## src/rtl/count_display_driver_pkg.sv

```systemverilog
// display_pkg: converter state type, digit count and 7-segment codes for a common-anode display.
// Segment codes are {g,f,e,d,c,b,a}, active-low. Optional feature macro: LEADING_ZERO_BLANK_EN (used by the top).
package display_pkg;
  typedef enum logic [1:0] {IDLE, SHIFT, DONE} conv_state_t;
  localparam int DIGITS = 4;
  localparam logic [6:0] SEG_0 = 7'b1000000;
  localparam logic [6:0] SEG_1 = 7'b1111001;
  localparam logic [6:0] SEG_2 = 7'b0100100;
  localparam logic [6:0] SEG_3 = 7'b0110000;
  localparam logic [6:0] SEG_4 = 7'b0011001;
  localparam logic [6:0] SEG_5 = 7'b0010010;
  localparam logic [6:0] SEG_6 = 7'b0000010;
  localparam logic [6:0] SEG_7 = 7'b1111000;
  localparam logic [6:0] SEG_8 = 7'b0000000;
  localparam logic [6:0] SEG_9 = 7'b0010000;
  localparam logic [6:0] SEG_BLANK = 7'b1111111;
  function automatic logic [6:0] seg_decode(input logic [3:0] d);
    case (d)
      4'd0: return SEG_0;
      4'd1: return SEG_1;
      4'd2: return SEG_2;
      4'd3: return SEG_3;
      4'd4: return SEG_4;
      4'd5: return SEG_5;
      4'd6: return SEG_6;
      4'd7: return SEG_7;
      4'd8: return SEG_8;
      4'd9: return SEG_9;
      default: return SEG_BLANK;
    endcase
  endfunction
endpackage

```

## src/rtl/count_display_driver_if.sv

```systemverilog
// count_display_driver_if: value in, BCD/status and display pins out.
// Ports: value[N-1:0], bcd[15:0], busy, an[3:0], seg[6:0], dp. master = producer/observer side, slave = driver side.
interface count_display_driver_if #(parameter int N = 8);
  logic [N-1:0] value;
  logic [15:0]  bcd;
  logic         busy;
  logic [3:0]   an;
  logic [6:0]   seg;
  logic         dp;
  modport master (output value, input bcd, busy, an, seg, dp);
  modport slave  (input value, output bcd, busy, an, seg, dp);
endinterface

```

## src/rtl/count_display_driver_bin2bcd.sv

```systemverilog
// bin2bcd_seq: sequential double-dabble converter, one conversion every N+2 cycles.
// Ports: clock, reset (async active-low), value[N-1:0] in, bcd[15:0] last completed result, busy (SHIFT or DONE).
module bin2bcd_seq
  import display_pkg::*;
#(
  parameter int N = 8
) (
  input  logic         clock,
  input  logic         reset,
  input  logic [N-1:0] value,
  output logic [15:0]  bcd,
  output logic         busy
);
  localparam int CW = $clog2(N + 1);
  conv_state_t   r_state;
  logic [N-1:0]  r_sh;
  logic [15:0]   r_scr;
  logic [15:0]   r_bcd;
  logic [CW-1:0] r_cnt;
  logic [15:0]   w_adj;
  always_comb begin
    w_adj = r_scr;
    for (int i = 0; i < 4; i++)
      w_adj[4*i +: 4] = r_scr[4*i +: 4] >= 4'd5 ? r_scr[4*i +: 4] + 4'd3 : r_scr[4*i +: 4];
  end
  always_ff @(posedge clock or negedge reset) begin
    if (!reset) begin
      r_state <= IDLE;
      r_sh    <= '0;
      r_scr   <= '0;
      r_cnt   <= '0;
      r_bcd   <= '0;
    end else begin
      case (r_state)
        IDLE: begin
          r_sh    <= value;
          r_scr   <= '0;
          r_cnt   <= CW'(N);
          r_state <= SHIFT;
        end
        SHIFT: begin
          r_scr   <= {w_adj[14:0], r_sh[N-1]};
          r_sh    <= r_sh << 1;
          r_cnt   <= r_cnt - CW'(1);
          r_state <= r_cnt == CW'(1) ? DONE : SHIFT;
        end
        DONE: begin
          r_bcd   <= r_scr;
          r_state <= IDLE;
        end
        default: r_state <= IDLE;
      endcase
    end
  end
  assign bcd  = r_bcd;
  assign busy = r_state != IDLE;
endmodule

```

## src/rtl/count_display_driver.sv

```systemverilog
// count_display_driver: binary count -> BCD -> 4-digit multiplexed common-anode 7-segment display.
// Ports: clock, reset (async active-low), bus (slave: value in; bcd, busy, an, seg, dp out).
// Macro LEADING_ZERO_BLANK_EN: blank digits above the most significant non-zero digit.
module count_display_driver
  import display_pkg::*;
#(
  parameter int N           = 8,
  parameter int REFRESH_DIV = 100000
) (
  input  logic                  clock,
  input  logic                  reset,
  count_display_driver_if.slave bus
);
  localparam int RW = REFRESH_DIV > 1 ? $clog2(REFRESH_DIV) : 1;
  logic [RW-1:0] r_cnt;
  logic [1:0]    r_sel;
  logic [3:0]    r_an;
  logic [6:0]    r_seg;
  logic [15:0]   w_bcd;
  logic [3:0]    w_nib;
  logic          w_lit;
  logic          w_wrap;
  bin2bcd_seq #(.N(N)) u_conv (
    .clock (clock),
    .reset (reset),
    .value (bus.value),
    .bcd   (w_bcd),
    .busy  (bus.busy)
  );
  assign w_nib  = w_bcd[{r_sel, 2'b00} +: 4];
  assign w_wrap = r_cnt == RW'(REFRESH_DIV - 1);
`ifdef LEADING_ZERO_BLANK_EN
  logic [1:0] w_msd;
  // digit 0 is always lit so a zero value still shows one "0"
  assign w_msd = |w_bcd[15:12] ? 2'd3 : |w_bcd[11:8] ? 2'd2 : |w_bcd[7:4] ? 2'd1 : 2'd0;
  assign w_lit = r_sel <= w_msd;
`else
  assign w_lit = 1'b1;
`endif
  // an and seg are registered from the same digit_sel so they always switch together
  always_ff @(posedge clock or negedge reset) begin
    if (!reset) begin
      r_cnt <= '0;
      r_sel <= '0;
      r_an  <= 4'b1111;
      r_seg <= SEG_BLANK;
    end else begin
      r_cnt <= w_wrap ? '0 : r_cnt + RW'(1);
      r_sel <= w_wrap ? r_sel + 2'd1 : r_sel;
      r_an  <= w_lit ? ~(4'b0001 << r_sel) : 4'b1111;
      r_seg <= w_lit ? seg_decode(w_nib) : SEG_BLANK;
    end
  end
  assign bus.bcd = w_bcd;
  assign bus.an  = r_an;
  assign bus.seg = r_seg;
  assign bus.dp  = 1'b1;
endmodule

```

## src/flat_wrapper.sv

```systemverilog
// flat-port wrapper written by rule: the top's interface ports become plain ports
module count_display_driver_flat import display_pkg::*;
#(
  parameter int N           = 8,
  parameter int REFRESH_DIV = 100000
)
  (clock, reset, bus_value, bus_bcd, bus_busy, bus_an, bus_seg, bus_dp);
  count_display_driver_if #(.N(N)) bus_i ();
  input  logic clock;
  input  logic reset;
  input wire logic [$bits(bus_i.value)-1:0] bus_value;
  output wire logic [$bits(bus_i.bcd)-1:0] bus_bcd;
  output wire logic [$bits(bus_i.busy)-1:0] bus_busy;
  output wire logic [$bits(bus_i.an)-1:0] bus_an;
  output wire logic [$bits(bus_i.seg)-1:0] bus_seg;
  output wire logic [$bits(bus_i.dp)-1:0] bus_dp;
  assign bus_i.value = bus_value;
  assign bus_bcd = bus_i.bcd;
  assign bus_busy = bus_i.busy;
  assign bus_an = bus_i.an;
  assign bus_seg = bus_i.seg;
  assign bus_dp = bus_i.dp;
  count_display_driver #(.N(N), .REFRESH_DIV(REFRESH_DIV)) u_core (.clock(clock), .reset(reset), .bus(bus_i));
endmodule
```

## config.mk

```make
export PLATFORM = sky130hd
export DESIGN_NAME = count_display_driver_flat
export DESIGN_NICKNAME = d
export VERILOG_FILES = /design/src/rtl/count_display_driver_pkg.sv /design/src/rtl/count_display_driver_if.sv /design/src/rtl/count_display_driver_bin2bcd.sv /design/src/rtl/count_display_driver.sv /design/src/flat_wrapper.sv
export SDC_FILE = /design/constraint.sdc
export NUM_CORES = 1
export LEC_CHECK = 0
export BUFFER_PORTS_ARGS = -buffer_cell sky130_fd_sc_hd__buf_2
export CORE_MARGIN = 1
export CORE_UTILIZATION = 60
export CTS_CLUSTER_SIZE = 20
export DETAILED_ROUTE_END_ITERATION = 12
export PLACE_DENSITY = 0.81
export SLEW_MARGIN = 5
export SYNTH_ARGS = -nofsm -noshare
export SYNTH_HDL_FRONTEND = slang
export SYNTH_HIERARCHICAL = 1
export SYNTH_SLANG_ARGS = --single-unit
export TNS_END_PERCENT = 30
```

## constraint.sdc

```tcl
create_clock -name clock -period 3.5 [get_ports clock]
set_input_delay 0.175 -clock clock [delete_from_list [all_inputs] [get_ports clock]]
set_output_delay 0.175 -clock clock [all_outputs]
set_load 0.01 [all_outputs]
```

# Yosys cells after proc, flatten, opt, wreduce, memory -nomap -nowiden
# Memories as Yosys holds them, arrays and structs flattened. A register that Yosys moved wholly into a read port is not among the register bits.
# Index checks and enable logic that the tools add are counted.
# word_totals
mem_bits_ro	112
mem_count	1
wordCells	41
regBits	69
input_bits	10
out_inout_bits	29
# op_classes
add_sub_neg	7
reduce_logical	4
n_eq_ne	4
order_cmp	4
shifts	2
bitwise	1
n_mux	10
# memory_table
name	depth	width	rd	rd_ports_with_merged_regs	write_ports	line	source
(name not given)	16	7	1	1	0	count_display_driver_pkg.sv:18	case (d)
# ops
operator	count
case mux 16 bit (2 select lines)	1
adder 17 x 1 -> 17 bit, second input constant	1
== test 17 bit, second input constant	1
2-to-1 mux 17 bit	1
greater-or-equal comparator 4 x 3 -> 1 bit, second input constant	4
case mux 8 bit (2 select lines)	1
indexed part select 16 x 5 -> 4 bit	1
adder 4 x 2 -> 4 bit, second input constant	3
2-to-1 mux 4 bit	3
case mux 4 bit (2 select lines)	1
== test 4 x 1 -> 1 bit, second input constant	1
inverter 4 bit	1
case mux 2 bit (2 select lines)	1
nonzero test 2 bit	2
left shift 1 x 2 -> 4 bit, first input constant	1
subtractor 4 x 1 -> 4 bit, second input constant	1
adder 3 x 2 -> 3 bit, second input constant	1
2-to-1 mux 3 bit	1
adder 2 x 1 -> 2 bit, second input constant	1
== test 2 x 1 -> 1 bit, second input constant	1
== test 2 bit, second input constant	1
zero test 2 bit	1
2-to-1 mux 2 bit	1
zero test 1 bit	1

# Logic depth before layout (Yosys ltp)
# logic_depth
word_depth	3
depth_mapped	7
depth_no_buf	6

# Modules after synthesis
# The synthesis kept the hierarchy.
# modules_own_cells
module	cells_per_inst	seq_area_each_um2	instances	area_each_um2
bin2bcd_seq	226	1151.1	1	2358.5
count_display_driver	142	764.5	1	1589.0

# Least setup slack after synthesis
# OpenSTA, ideal clock, no wires.
# synth_timing
path_type	flip-flop to flip-flop
start	reg u_core.r_sel[0]
end	reg u_core.r_seg[0] (netlist: u_core/bus.seg[0])
setup_time_ps	78
period_less_slack_ps	1800
t_arrival_ps	1722
t_required_ps	3422
n_path_buf	1
slack_ps	1700
stages_incl_launch_ff	7
path_cell_list	dfrtp_1 > buf_6 > mux4_1 > ha_1 > or2_0 > a21oi_2 > nor2_1
# synth_between
elab_chain_len	1
# synth_rtl
item	line	source
start, declared	count_display_driver.sv:16	logic [1:0] r_sel;
start signal, assigned	count_display_driver.sv:49	r_sel <= w_wrap ? r_sel + 2'd1 : r_sel;
indexed part select 16 x 5 -> 4 bit	count_display_driver.sv:30	assign w_nib = w_bcd[{r_sel, 2'b00} +: 4];
end, declared	count_display_driver.sv:18	logic [6:0] r_seg;
# No other way between the ends.
# A chain may end at the register's enable or synchronous reset.

# Worst setup path after layout
# layout_timing
start	reg u_core.r_sel[0]
end	reg u_core.r_seg[3] (netlist: u_core/bus.seg[3])
# The elaborated chain is that of the path after synthesis.

==> run metrics <==
Synth area leader dfrtp_1; Starting Density between 60% and 70%; row cnt 29; Synth area leaders dfrtp_1 (41%), dfstp_2 (7.3%), ha_1 (6.3%); CTS Root Cell clkbuf_8; Syn Inst Count approximately 370; CTS H-tree depth 3; gpl congestion 0.7874; crit path kind reg -> reg; CTS tree done; Via density between 5 and 6; Setup TNS 0 ps; max_cap viols 0; die height slightly above 80 microns; total die area 6907 sq um; Post-layout nets 427; layout cells sized above 1 a little over a fifth; GR Overflow Total 0; initial DRC count 150; Comb power frac about a fifth; M1 GR Usage between 20% and 30%; mapped cell area between 3000 and 4000 sq um; CTS Sinks 76; data arrival time of the worst path 2320 ps; top-area cell type share of the netlist area 41.20%; outcome finished clean; Async SR Flop Fraction 100.0%; Yosys reg bits 76; Slew Viols, Final 0; number of diodes 0; Top Usage Layer GRT met2; Leak about 1.9 nW; post-CTS resize count 0; Worst-Margin Slew about 1000 ps; CP Launch Type flop; sequential cell fraction of total power 46.7%; met2 usage 36.29%; Clock Latency Late Sink 350 ps; flop-to-flop setup slack 1450 ps; I/O pin count 39; Hold Fails Final Rpt 0; global-route wire length before repair 12090 microns; minimum clock period between 2000 and 2500 ps; crit end category flop; Max Clk Rate 486.9 MHz; area of the multi-input gates approximately 1800 sq um; most common cell in the netlist dfrtp_1; worst hold slack a little under 80 ps; DP HPWL 4837 microns; Net Sw Frac approximately 28%; worst vdd ir between 0.4 and 0.5 mV; clock power share roughly a third; hold crit path type in -> reg; unrepaired setup endpoints after global routing no; largest net degree at the start of global routing between 40 and 50; Worst-path clk slew around 70 ps; sequential cell area 1916 sq um; synth unique cells 56; final setup vio count 0; antenna violations before repair 0; Post-synth top cells dfrtp_1 (65), nand2_1 (43), o21ai_0 (27), inv_1 (22), nor2_1 (21); IO Port Bufs 37; Via Count roughly 2800; Final period util roughly three fifths; Post-synth top flop dfrtp_1; area grow syn2layout 9.572%; vias in the first global route around 2700; Post-Syn Nets between 300 and 400; DR pass1 iterations 4; post-route ant nets 0; GRT met3 Usage between 4 and 5%; gr usage total around 22%; Avg WL per Cell 14.97 microns; internal power ~1.7 mW; pwr dens between 500 and 600 nW/um^2; CTS buffer count 9; Die Width about 83 microns; relative slew slack between 30% and 40%; Setup Skew 8.933 ps; core box area between 6000 and 7000 sq um; Worst EP required 3770 ps; Psw approximately 0.67 mW; Post-Syn Area per Cell approximately 11 sq um; routed wire length around 7200 microns; FILL cells between 400 and 500; Crit Path Max Fanout 8; DRC violations left 0; Max Buffers Root-to-Sink 2; Seq/Total Area, Yosys between 40% and 50%; Syn. warnings 6; number of synthesized flops with an enable pin 0
[layout make-up]
| class | count | area share (%) |
|---|---|---|
| tap | 77 | 2.227 |
| clock inverter | 5 | 2.372 |
| inverter | 22 | 1.909 |
| sequential | 76 | 44.29 |
| clock buffer | 11 | 3.037 |
| multi-input combinational | 248 | 41.31 |
| timing repair buffer | 40 | 4.860 |
[what timing repair did]
| action | 4_1_cts | 5_1_grt |
|---|---|---|
| buffers inserted | 0 | 0 |
| endpoints found under the hold margin | 20 | 0 |
| hold buffers | 1 | 0 |
[registers in the layout, indices dropped and copies added, names as in the netlist]
name / cells
u_core/bus.an: 4
u_core/u_conv/r_state: 2
u_core/bus.seg: 7
u_core/r_sel: 2
u_core/u_conv/r_scr: 16
u_core/r_cnt: 17
u_core/u_conv/r_cnt: 4
u_core/u_conv/r_sh: 8
u_core/u_conv/bcd: 16
[cells by family (layout without fill, tap and decap cells)]
group	after synthesis	in the layout	synth area share, %
and+or+nand+nor	117	117	15.47
AOI/OAI and AO/OA	73	73	12.55
DFF	76	76	48.53
muxes	21	21	7.258
buffers and inverters	44	78	6.212
adders and majority gates	20	20	6.339
other	1	1	0.09500
xor gates and xnor gates	16	16	3.550
[worst max-delay path, cell delays in order (launching register included)]
cell and delay, ps:
dfrtp_1 550, mux4_1 750, inv_1 170, ha_1 160, or2_0 130, a21oi_2 70
a21oi_1 140
[metrics by stage]
step	total power, mW	cells	worst slack (ps)	utilization, %	instance area [sq um]
final	2.361	479	1446	68.12	4325
after global routing	2.477	479	1293	68.12	4325
after CTS	2.377	479	1467	68.12	4325
after detailed placement	1.580	462	1499	64.28	4081
after global placement	1.567	462	1588	64.28	4081
after floorplan	1.432	368	1700	-	3948
[final timing paths]
kind,from,end,cells after the start
min,bus_value[0],u_core/u_conv/r_sh[0]$_DFFE_PN0P_,3
min in group asynchronous,reset,u_core/r_cnt[7]$_DFF_PN0_,2
max reg2reg,u_core/r_sel[0]$_DFFE_PN0N_,u_core/bus.seg[3]$_DFF_PN1_,6
max,u_core/r_sel[0]$_DFFE_PN0N_,u_core/bus.seg[3]$_DFF_PN1_,6
min reg2reg,u_core/u_conv/r_sh[7]$_DFFE_PN0P_,u_core/u_conv/r_sh[7]$_DFFE_PN0P_,2
max in group asynchronous,reset,u_core/r_sel[0]$_DFFE_PN0N_,3
[placed cells by master, fill, tap and decap left out, types with 5 or more instances in the layout]
cell and instances:
nor3_1 5, inv_1 22, a21oi_1 12, buf_2 37, mux2i_1 8, dfrtp_1 65, nand3_1 7, nand2b_1 9
nor3b_1 5, mux2_2 7, xor2_1 8, o21ai_0 27, xnor2_1 8, dfstp_2 11, nand2_1 43, ha_1 20
o31ai_1 5, nor2_1 21, clkbuf_8 9
[power by group through the flow]
stage	Clock [mW]	Combinational, mW	Sequential (mW)
floorplan	0	0.316	1.12
CTS	0.805	0.470	1.10
global route	0.838	0.520	1.12
global placement	0	0.451	1.12
detailed placement	0	0.461	1.12
finish	0.788	0.470	1.10
[routing by layer]
metal / share of wire [%] / wire, microns
met1: 45 / 3251
met2: 48 / 3439
met3: 4.9 / 350
met4: 1.8 / 132
met5: 0 / 0
No activity file was read; power rests on OpenSTA's default activity.
